===== src/rtl/mem_test_monitor.sv =====
// mem_test_monitor: on-chip self-check for the MIPS top.
// Snoops data-memory writes, captures result words, waits for the done flag,
// then compares the captured words against expected values one per cycle.
module mem_test_monitor #(
  parameter int DATA_W      = 32,
  parameter int ADDR_W      = 10,
  parameter int ADDR_FLAG   = 320,
  parameter int ADDR_RESULT = 321,
  parameter int N_RESULTS   = 4,
  parameter int TIMEOUT_CLK = 20000,
  parameter int CNT_W       = 16
) (
  input  logic                        i_clk,
  input  logic                        i_arst_n,
  input  logic                        i_start,
  input  logic                        i_we,
  input  logic [ADDR_W-1:0]           i_addr,
  input  logic [DATA_W-1:0]           i_wdata,
  input  logic [N_RESULTS*DATA_W-1:0] i_exp_data,
  output logic                        o_busy,
  output logic                        o_done,
  output logic                        o_pass,
  output logic                        o_timeout,
  output logic [3:0]                  o_fail_idx,
  output logic [DATA_W-1:0]           o_result0,
  output logic [CNT_W-1:0]            o_cycles
);

  localparam logic [2:0] S_IDLE  = 3'd0;
  localparam logic [2:0] S_RUN   = 3'd1;
  localparam logic [2:0] S_CHECK = 3'd2;
  localparam logic [2:0] S_PASS  = 3'd3;
  localparam logic [2:0] S_FAIL  = 3'd4;
  localparam logic [2:0] S_TOUT  = 3'd5;

  localparam int              VEC_W    = N_RESULTS * DATA_W;
  localparam logic [ADDR_W-1:0] FLAG_A = ADDR_W'(ADDR_FLAG);
  localparam logic [ADDR_W-1:0] RES_A  = ADDR_W'(ADDR_RESULT);
  localparam logic [ADDR_W-1:0] RES_N  = ADDR_W'(N_RESULTS);
  localparam logic [CNT_W-1:0]  TOUT_LIM = CNT_W'(TIMEOUT_CLK - 1);
  localparam logic [3:0]        LAST_IDX = 4'(N_RESULTS - 1);

  logic [2:0]           state_q,    state_d;
  logic [VEC_W-1:0]     exp_q,      exp_d;
  logic [VEC_W-1:0]     res_q,      res_d;
  logic [N_RESULTS-1:0] valid_q,    valid_d;
  logic [CNT_W-1:0]     cycles_q,   cycles_d;
  logic [3:0]           fail_idx_q, fail_idx_d;
  logic [3:0]           chk_idx_q,  chk_idx_d;

  logic [ADDR_W-1:0] addr_off;
  logic              res_hit;
  logic              flag_hit;
  logic [DATA_W-1:0] sel_res;
  logic [DATA_W-1:0] sel_exp;
  logic              sel_valid;
  logic              mismatch;

  // Decode the snooped write: result window hit and done-flag (value 1) hit.
  always_comb begin
    addr_off = i_addr - RES_A;
    res_hit  = i_we && (i_addr >= RES_A) && (addr_off < RES_N);
    flag_hit = i_we && (i_addr == FLAG_A) && (i_wdata == DATA_W'(1));
  end

  // Select the captured word, its valid bit and its expected word at the check index.
  always_comb begin
    sel_res   = '0;
    sel_exp   = '0;
    sel_valid = 1'b0;
    for (int k = 0; k < N_RESULTS; k++) begin
      if (chk_idx_q == 4'(k)) begin
        sel_res   = res_q[k*DATA_W +: DATA_W];
        sel_exp   = exp_q[k*DATA_W +: DATA_W];
        sel_valid = valid_q[k];
      end
    end
    mismatch = !sel_valid || (sel_res != sel_exp);
  end

  // Next-state logic: arming, capture, flag/timeout detection and word-by-word check.
  always_comb begin
    state_d    = state_q;
    exp_d      = exp_q;
    res_d      = res_q;
    valid_d    = valid_q;
    cycles_d   = cycles_q;
    fail_idx_d = fail_idx_q;
    chk_idx_d  = chk_idx_q;
    case (state_q)
      S_IDLE, S_PASS, S_FAIL, S_TOUT: begin
        if (i_start) begin
          state_d    = S_RUN;
          exp_d      = i_exp_data;
          valid_d    = '0;
          cycles_d   = '0;
          fail_idx_d = '0;
        end
      end
      S_RUN: begin
        if (res_hit) begin
          for (int k = 0; k < N_RESULTS; k++) begin
            if (addr_off == ADDR_W'(k)) begin
              res_d[k*DATA_W +: DATA_W] = i_wdata;
              valid_d[k]                = 1'b1;
            end
          end
        end
        if (flag_hit) begin
          state_d   = S_CHECK;
          chk_idx_d = '0;
        end else if (cycles_q == TOUT_LIM) begin
          state_d = S_TOUT;
        end else if (cycles_q != '1) begin
          cycles_d = cycles_q + 1'b1;
        end
      end
      S_CHECK: begin
        if (mismatch) begin
          state_d    = S_FAIL;
          fail_idx_d = chk_idx_q;
        end else if (chk_idx_q == LAST_IDX) begin
          state_d = S_PASS;
        end else begin
          chk_idx_d = chk_idx_q + 1'b1;
        end
      end
      default: state_d = S_IDLE;
    endcase
  end

  // State and datapath registers with asynchronous active-low clear.
  always_ff @(posedge i_clk or negedge i_arst_n) begin
    if (!i_arst_n) begin
      state_q    <= S_IDLE;
      exp_q      <= '0;
      res_q      <= '0;
      valid_q    <= '0;
      cycles_q   <= '0;
      fail_idx_q <= '0;
      chk_idx_q  <= '0;
    end else begin
      state_q    <= state_d;
      exp_q      <= exp_d;
      res_q      <= res_d;
      valid_q    <= valid_d;
      cycles_q   <= cycles_d;
      fail_idx_q <= fail_idx_d;
      chk_idx_q  <= chk_idx_d;
    end
  end

  // Status outputs decoded from state; result word 0 reads as 0 until written.
  always_comb begin
    o_busy     = (state_q == S_RUN) || (state_q == S_CHECK);
    o_done     = (state_q == S_PASS) || (state_q == S_FAIL) || (state_q == S_TOUT);
    o_pass     = (state_q == S_PASS);
    o_timeout  = (state_q == S_TOUT);
    o_fail_idx = fail_idx_q;
    o_result0  = valid_q[0] ? res_q[DATA_W-1:0] : '0;
    o_cycles   = cycles_q;
  end

endmodule


===== config.mk =====
export PLATFORM = sky130hd
export DESIGN_NAME = mem_test_monitor
export DESIGN_NICKNAME = d
export VERILOG_FILES = /design/src/rtl/mem_test_monitor.sv
export SDC_FILE = /design/constraint.sdc
export NUM_CORES = 1
export LEC_CHECK = 0
export BUFFER_PORTS_ARGS = -buffer_cell sky130_fd_sc_hd__buf_2
export CELL_PAD_IN_SITES_DETAIL_PLACEMENT = 1
export CELL_PAD_IN_SITES_GLOBAL_PLACEMENT = 2
export CORE_ASPECT_RATIO = 0.8
export CORE_MARGIN = 4
export CORE_UTILIZATION = 39
export DETAILED_ROUTE_END_ITERATION = 8
export GPL_ROUTABILITY_DRIVEN = 0
export PLACE_DENSITY = 0.85
export SETUP_SLACK_MARGIN = 0.15
export SYNTH_ARGS = -nofsm -noshare
export SYNTH_HDL_FRONTEND = slang
export SYNTH_SLANG_ARGS = --single-unit
export TNS_END_PERCENT = 5

===== constraint.sdc =====
create_clock -name i_clk -period 6 [get_ports i_clk]
set_input_delay 1.2 -clock i_clk [delete_from_list [all_inputs] [get_ports i_clk]]
set_output_delay 1.2 -clock i_clk [all_outputs]
set_load 0.02 [all_outputs]

==> flow_summary_export.csv, run 1 <==
group,metric,value,unit
worst_setup_path,path_cells,"nor2b_1 -> nand2b_1 -> nand2_1 -> buf_2",
worst_setup_path,reg2reg_to,"exp_q[66]$_DFFE_PN0P_",
timing,tns,0,ps
worst_setup_path,cp_data_arrival_time,2060,ps
power,power_density,379,mW/mm2
worst_setup_path,worstSetupPathType,"reg -> out",
worst_setup_path,path_max_fanout,11,
timing,post-route-min-period,3260,ps
power,p_leak,8.58,nW
synth,yosys-top-cells-area,"dfrtp_1, nand2_1, mux2_2",
worst_setup_path,rrSetupSlack,2970,ps
synth,synth_fp_nets,1416,
power,p_int,3.96,mW
timing,hold_viol,0,
synth,synth_top_area_share,54.6,%
synth,ys_seq_area_share,54.6,%
worst_setup_path,path_depth,4,
clock_tree,cts-buffers-inserted,30,
floorplanning,die_x,213,um
synth,syn_inst,1237,
clock_tree,clk_pin_slew,60,ps
floorplanning,dieArea,0.0368,mm2
grt,grt_pass1_wl,64.6,mm
power,p_comb_share,22.6,%
clock_tree,root_buffer,"clkbuf_16",
clock_tree,cts_hold_buffers,0,
synth,yosysMostFrequentCell,"nand2_1",
route,drt-initial-drc-count,641,
worst_setup_path,crit_slowest_cell,"dfrtp_1",
power,switching_share,33.5,%
power,power_frac_clock,31.4,%
clock_tree,ctsResizeCount,0,
worst_setup_path,endpoint,"o_busy",
clock_tree,clk_latency,570,ps
clock_tree,htree_levels,1,
timing,timing.hold.ws,492,ps
floorplanning,initial_core_util,40.0,%
worst_setup_path,r2r_start,"state_q[2]$_DFFE_PN0P_",
grt,overflow,0,
floorplanning,core,0.0329,mm2
timing,rsz0062_at_grt,"no",
synth,synth_top_cells_by_count,"nand2_1, dfrtp_1, xor2_1, mux2_2, clkbuf_1",
worst_setup_path,start_kind,"flop",
worst_setup_path,critPathRequiredTime,4800,ps
timing,slew_viol_final,0,
worst_setup_path,crit_family,"simple AND/OR/NAND/NOR gates",
clock_tree,clock_sinks,287,
cells_and_area,nets,1630,
synth,synth_edf_count,0,
floorplanning,io_pins,230,
worst_setup_path,reg2reg_depth,6,
route,drt-wirelength-per-cell,22.3,um
synth,yosysWarnings,0,
clock_tree,clockBufferDepth,3,
synth,postSynth.asyncResetShare,100,%
worst_setup_path,critPathMaxStageDelay,450,ps
timing,setup_violations,0,
synth,syn_avg_cell_area,10.6,um2
route,vias_per_cell,5.16,
grt,first_global_vias,10500,
power,seq_power_share,45.9,%
power,max-vdd-ir-drop,0.000168,V
timing,slew_headroom,23.3,%
route,antenna_left,0,
synth,synth_top_area_cell,"dfrtp_1",
synth,synth-main-ff-cell,"dfrtp_1",
worst_setup_path,path_buf_inv,1,
floorplanning,rows,59,
synth,synth.distinct_cells,48,
cells_and_area,drive_gt1_share,29.0,%
worst_setup_path,cp-startpoint,"state_q[2]$_DFFE_PN0P_",
place,dpl.hpwl,30.2,mm
route,firstDrtPassIters,4,
clock_tree,cts_tree,"built",
synth,syn-cell-area,0.0132,mm2
worst_hold_path,min-delay-path-class,"reg -> reg",
run,drv_cap,0,
power,power_switching,1.99,mW
worst_setup_path,end_kind,"output port",
floorplanning,dieHeight,172,um
place,io_buffer_count,229,
cells_and_area,num-fill-cells,3662,
synth,ys_ff_latch,287,
grt,grt_start_max_net_pins,118,
route,drcViolationCount,0,
timing,period_share,54.3,%
grt,antenna_found_initial,6,
status,status,"complete, no violations",
timing,fmax,307,MHz
grt,gr-usage-all-layers,23.1,%
route,wirelength,42.5,mm
cells_and_area,syn2layout_area_growth,19.3,%
timing,worst_pin_slew,1150,ps
timing,fin_worst_skew,25.6,ps
route,vias,9815,
clock_tree,cts_setup_buffers,0,
## through the flow
step / cells / instance area (um2) / setup slack [ps] / total power [mW] / util (%)
after floorplan: 1237 / 13200 / 2900 / 3.59 / -
after global placement: 1846 / 14700 / 2350 / 4.06 / 44.7
after detailed placement: 1846 / 14700 / 2320 / 4.12 / 44.7
after global routing: 1901 / 15700 / 2540 / 6.34 / 47.6
after CTS: 1901 / 15700 / 2680 / 6.02 / 47.6
final: 1903 / 15700 / 2740 / 5.95 / 47.7
## layout make-up
class / count / area [um2] / area share (%)
antenna: 2 / 5.00 / 0.0319
clock buffer: 41 / 883 / 5.63
clock inverter: 14 / 100 / 0.638
inverter: 13 / 48.8 / 0.311
multi-input combinational: 883 / 5720 / 36.4
sequential: 287 / 7180 / 45.8
tap: 427 / 534 / 3.41
timing repair buffer: 236 / 1220 / 7.78
## metal layers
metal  global-route usage [%]  up-vias  routed length (um)
met3                     4.66       61                2480
li1                         -     4502                   -
met4                     4.98        2                 883
met1                     33.3     4996               19500
met5                        0        -                  19
met2                     36.4      254               19500
## cell families (layout without fill, tap and decap cells)
group	count (synthesis)	count (layout)	share of synthesized area [%]
AO/OA/AOI/OAI	34	34	1.86
XOR/XNOR	140	140	9.32
adder cells (fa/ha/maj)	5	5	0.476
buffers and inverters	67	304	2.26
flip-flops	287	287	54.6
multiplexers	133	133	12.2
other	0	2	0
AND/OR/NAND/NOR	571	571	19.3
## layout by cell type (no fill, tap or decap), types with 6 or more instances in the layout
master	synthesis	layout
nand3_1	12	11
nor3_1	10	9
nor4_1	34	34
mux2_4	29	29
a21oi_1	7	7
nor2_1	27	27
buf_4	0	6
inv_1	13	13
xnor2_1	31	31
xor2_1	109	109
o21ai_0	7	7
and2_1	36	36
clkinv_2	0	11
dfrtp_1	287	287
buf_2	7	228
clkbuf_8	0	7
nand2_1	397	397
and3_1	7	6
mux2_2	99	99
nand4_1	24	24
clkbuf_16	0	31
## worst min-delay path: stages (launching register included)
cell and delay [ps]:
dfrtp_1 350, nand2_1 50, nand2_1 50
## power by group through the flow
stage / registers [mW] / clock network (mW) / logic [mW]
after floorplan: 2.66 / 0 / 0.928
after global placement: 2.75 / 0 / 1.30
after detailed placement: 2.76 / 0 / 1.36
after CTS: 2.74 / 1.91 / 1.38
after global routing: 2.79 / 2.00 / 1.54
final: 2.73 / 1.87 / 1.35
## flip-flops by register name (all words and copies together) (netlist names)
name        flops
exp_q         128
res_q         128
o_cycles       16
chk_idx_q       4
o_fail_idx      4
valid_q         4
state_q         3
## how the worst min path moves through the flow
| stage | from | end | slack [ps] | cells after the start |
|---|---|---|---|---|
| floorplan | exp_q[0]$_DFFE_PN0P_ | exp_q[0]$_DFFE_PN0P_ | 470 | 2 |
| global placement | exp_q[8]$_DFFE_PN0P_ | exp_q[8]$_DFFE_PN0P_ | 480 | 2 |
| detailed placement | exp_q[14]$_DFFE_PN0P_ | exp_q[14]$_DFFE_PN0P_ | 480 | 2 |
| CTS | exp_q[14]$_DFFE_PN0P_ | exp_q[14]$_DFFE_PN0P_ | 500 | 2 |
| global route | exp_q[72]$_DFFE_PN0P_ | exp_q[72]$_DFFE_PN0P_ | 520 | 2 |
| finish | exp_q[31]$_DFFE_PN0P_ | exp_q[31]$_DFFE_PN0P_ | 490 | 2 |
No activity file was read; power rests on OpenSTA's default activity.
==> run 2: changes to the inputs <==
Settings changed: CORE_UTILIZATION 39 to 36, PLACE_DENSITY 0.85 to 0.79.
Clock period 6 ns to 3.2 ns, I/O delays scaled along.
==> run 2 against run 1 <==
Compared with the run above:
- final area is 2.1% higher
- worst setup slack worse by 2400 ps
- sequential power rose by 89%
- die area rose by 8.0%
- global-route usage is 1.4 points lower
- hold slack got worse by 410 ps
- count of clock-buffer cells in the layout up 5
- total power grew 86%
- clock power increased by 76%
- register-to-register slack worse by 2500 ps
- largest power group unchanged
==> flow_summary_export.csv, run 2 (synthesis results as in run 1) <==
group,metric,value,unit
status,status,"complete, no violations",
timing,post-route-min-period,2820,ps
clock_tree,cts_hold_buffers,0,
clock_tree,clockBufferDepth,3,
worst_hold_path,min-delay-path-class,"in -> async",
cells_and_area,final_cell_mix,"nand2_1, dfrtp_1, buf_2, xor2_1, mux2_2",
worst_setup_path,path_max_fanout,15,
place,pre_cts_slack,-217,ps
power,max-vdd-ir-drop,0.000422,V
timing,tns,0,ps
clock_tree,root_buffer,"clkbuf_16",
cells_and_area,nets,1664,
cells_and_area,stdcell_area,0.0160,mm2
timing,worst_pin_slew,1080,ps
place,io_buffer_count,229,
grt,antenna_found_initial,2,
worst_setup_path,start_kind,"input pin",
worst_setup_path,worstSetupPathType,"in -> reg",
route,drt-wirelength-per-cell,22.0,um
timing,setup_violations,0,
cells_and_area,drive_gt1_share,30.0,%
worst_setup_path,critPathRequiredTime,3640,ps
worst_setup_path,cp-startpoint,"i_wdata[29]",
cells_and_area,diodes,0,
floorplanning,initial_core_util,36.6,%
clock_tree,clock_sinks,287,
route,drt-initial-drc-count,638,
route,vias_per_cell,4.98,
worst_setup_path,r2r_start,"o_cycles[3]$_DFFE_PN0P_",
clock_tree,cts_tree,"built",
clock_tree,cts-buffers-inserted,30,
power,p_leak,8.74,nW
grt,gr-usage-all-layers,21.7,%
clock_tree,htree_levels,1,
timing,rsz0062_at_grt,"no",
power,p_total,11.1,mW
clock_tree,clk_pin_slew,60,ps
timing,fin_worst_skew,11.6,ps
place,place_area,0.0151,mm2
run,drv_cap,0,
floorplanning,dieHeight,179,um
cells_and_area,syn2layout_area_growth,21.8,%
power,power_density,691,mW/mm2
route,antenna_left,0,
timing,hold_viol,0,
route,drcViolationCount,0,
timing,fmax,355,MHz
clock_tree,cts_setup_buffers,0,
floorplanning,io_pins,230,
cells_and_area,final_common_cell,"nand2_1",
clock_tree,ctsResizeCount,0,
worst_setup_path,cp_data_arrival_time,3260,ps
floorplanning,core,0.0360,mm2
route,firstDrtPassIters,4,
timing,layout_setup_ws,379,ps
clock_tree,clk_latency,570,ps
worst_setup_path,end_kind,"flop",
floorplanning,dieArea,0.0397,mm2
grt,grt_pass1_wl,66.0,mm
route,wirelength,43.6,mm
place,dpl.hpwl,32.2,mm
grt,first_global_vias,10600,
route,vias,9889,
timing,slew_headroom,27.4,%
floorplanning,rows,62,
grt,grt_start_max_net_pins,133,
timing,slew_viol_final,0,
floorplanning,die_x,222,um
timing,period_share,88.1,%
grt,overflow,0,
[run 2: changes by cell type in the layout (fill, tap and decap cells not counted), sizes merged]
cell,previous run,this run
diode,2,0
clkinv,11,6
bufinv,1,0
clkinvlp,2,0
buf,236,270
clkbuf,41,46
[run 2: metal layers]
layer	global-route usage, %	vias to the layer above	part of all wire [%]	routed length (um)
met5	0	-	0	0
met4	5.14	0	2.6	1140
met3	3.90	61	4.6	2000
met2	34.8	234	46	20200
met1	31.0	5016	47	20300
li1	-	4578	-	-
[run 2: final cells by class]
class,instances,area (um2)
Fill cell,4043,20000
Sequential cell,287,7180
Multi-Input combinational cell,883,5720
Timing Repair Buffer,270,1560
Clock buffer,46,871
Tap cell,480,601
Inverter,13,48.8
Clock inverter,6,41.3
[run 2: power by group]
group          internal (mW)  total (mW)  switching, mW
clock                   1.86        3.30           1.44
sequential              4.45        5.16          0.705
combinational           1.04        2.62           1.58
total                   7.35        11.1           3.73
[run 2: path summary, 6_finish.rpt]
| check | end | slack, ps | cells after the start |
|---|---|---|---|
| max in group asynchronous | res_q[65]$_DFFE_PN0P_ | 2320 | 2 |
| max reg2reg | o_cycles[15]$_DFFE_PN0P_ | 490 | 7 |
| max | o_cycles[15]$_DFFE_PN0P_ | 380 | 8 |
| min | exp_q[82]$_DFFE_PN0P_ | 80 | 1 |
| min in group i_clk | exp_q[75]$_DFFE_PN0P_ | 260 | 3 |
| min reg2reg | exp_q[32]$_DFFE_PN0P_ | 500 | 2 |
[run 2: per-stage QoR]
| step | std cells | hold slack (ps) | util [%] |
|---|---|---|---|
| 3_5_place_dp | 1933 | 483 | 42.0 |
| 3_3_place_gp | 1933 | 478 | 42.0 |
| 4_1_cts | 1985 | 97.9 | 44.5 |
| 2_1_floorplan | 1237 | 344 | - |
| 6_report | 1985 | 84.4 | 44.5 |
| 5_1_grt | 1985 | 117 | 44.5 |
[run 2: worst max-delay path, stage by stage]
cell     delay (ps)
buf_2           120
nor4_1          770
nand4_1         500
nor4b_4         480
o31ai_2         280
or4b_1          260
xor2_1          150
nor2_1           50
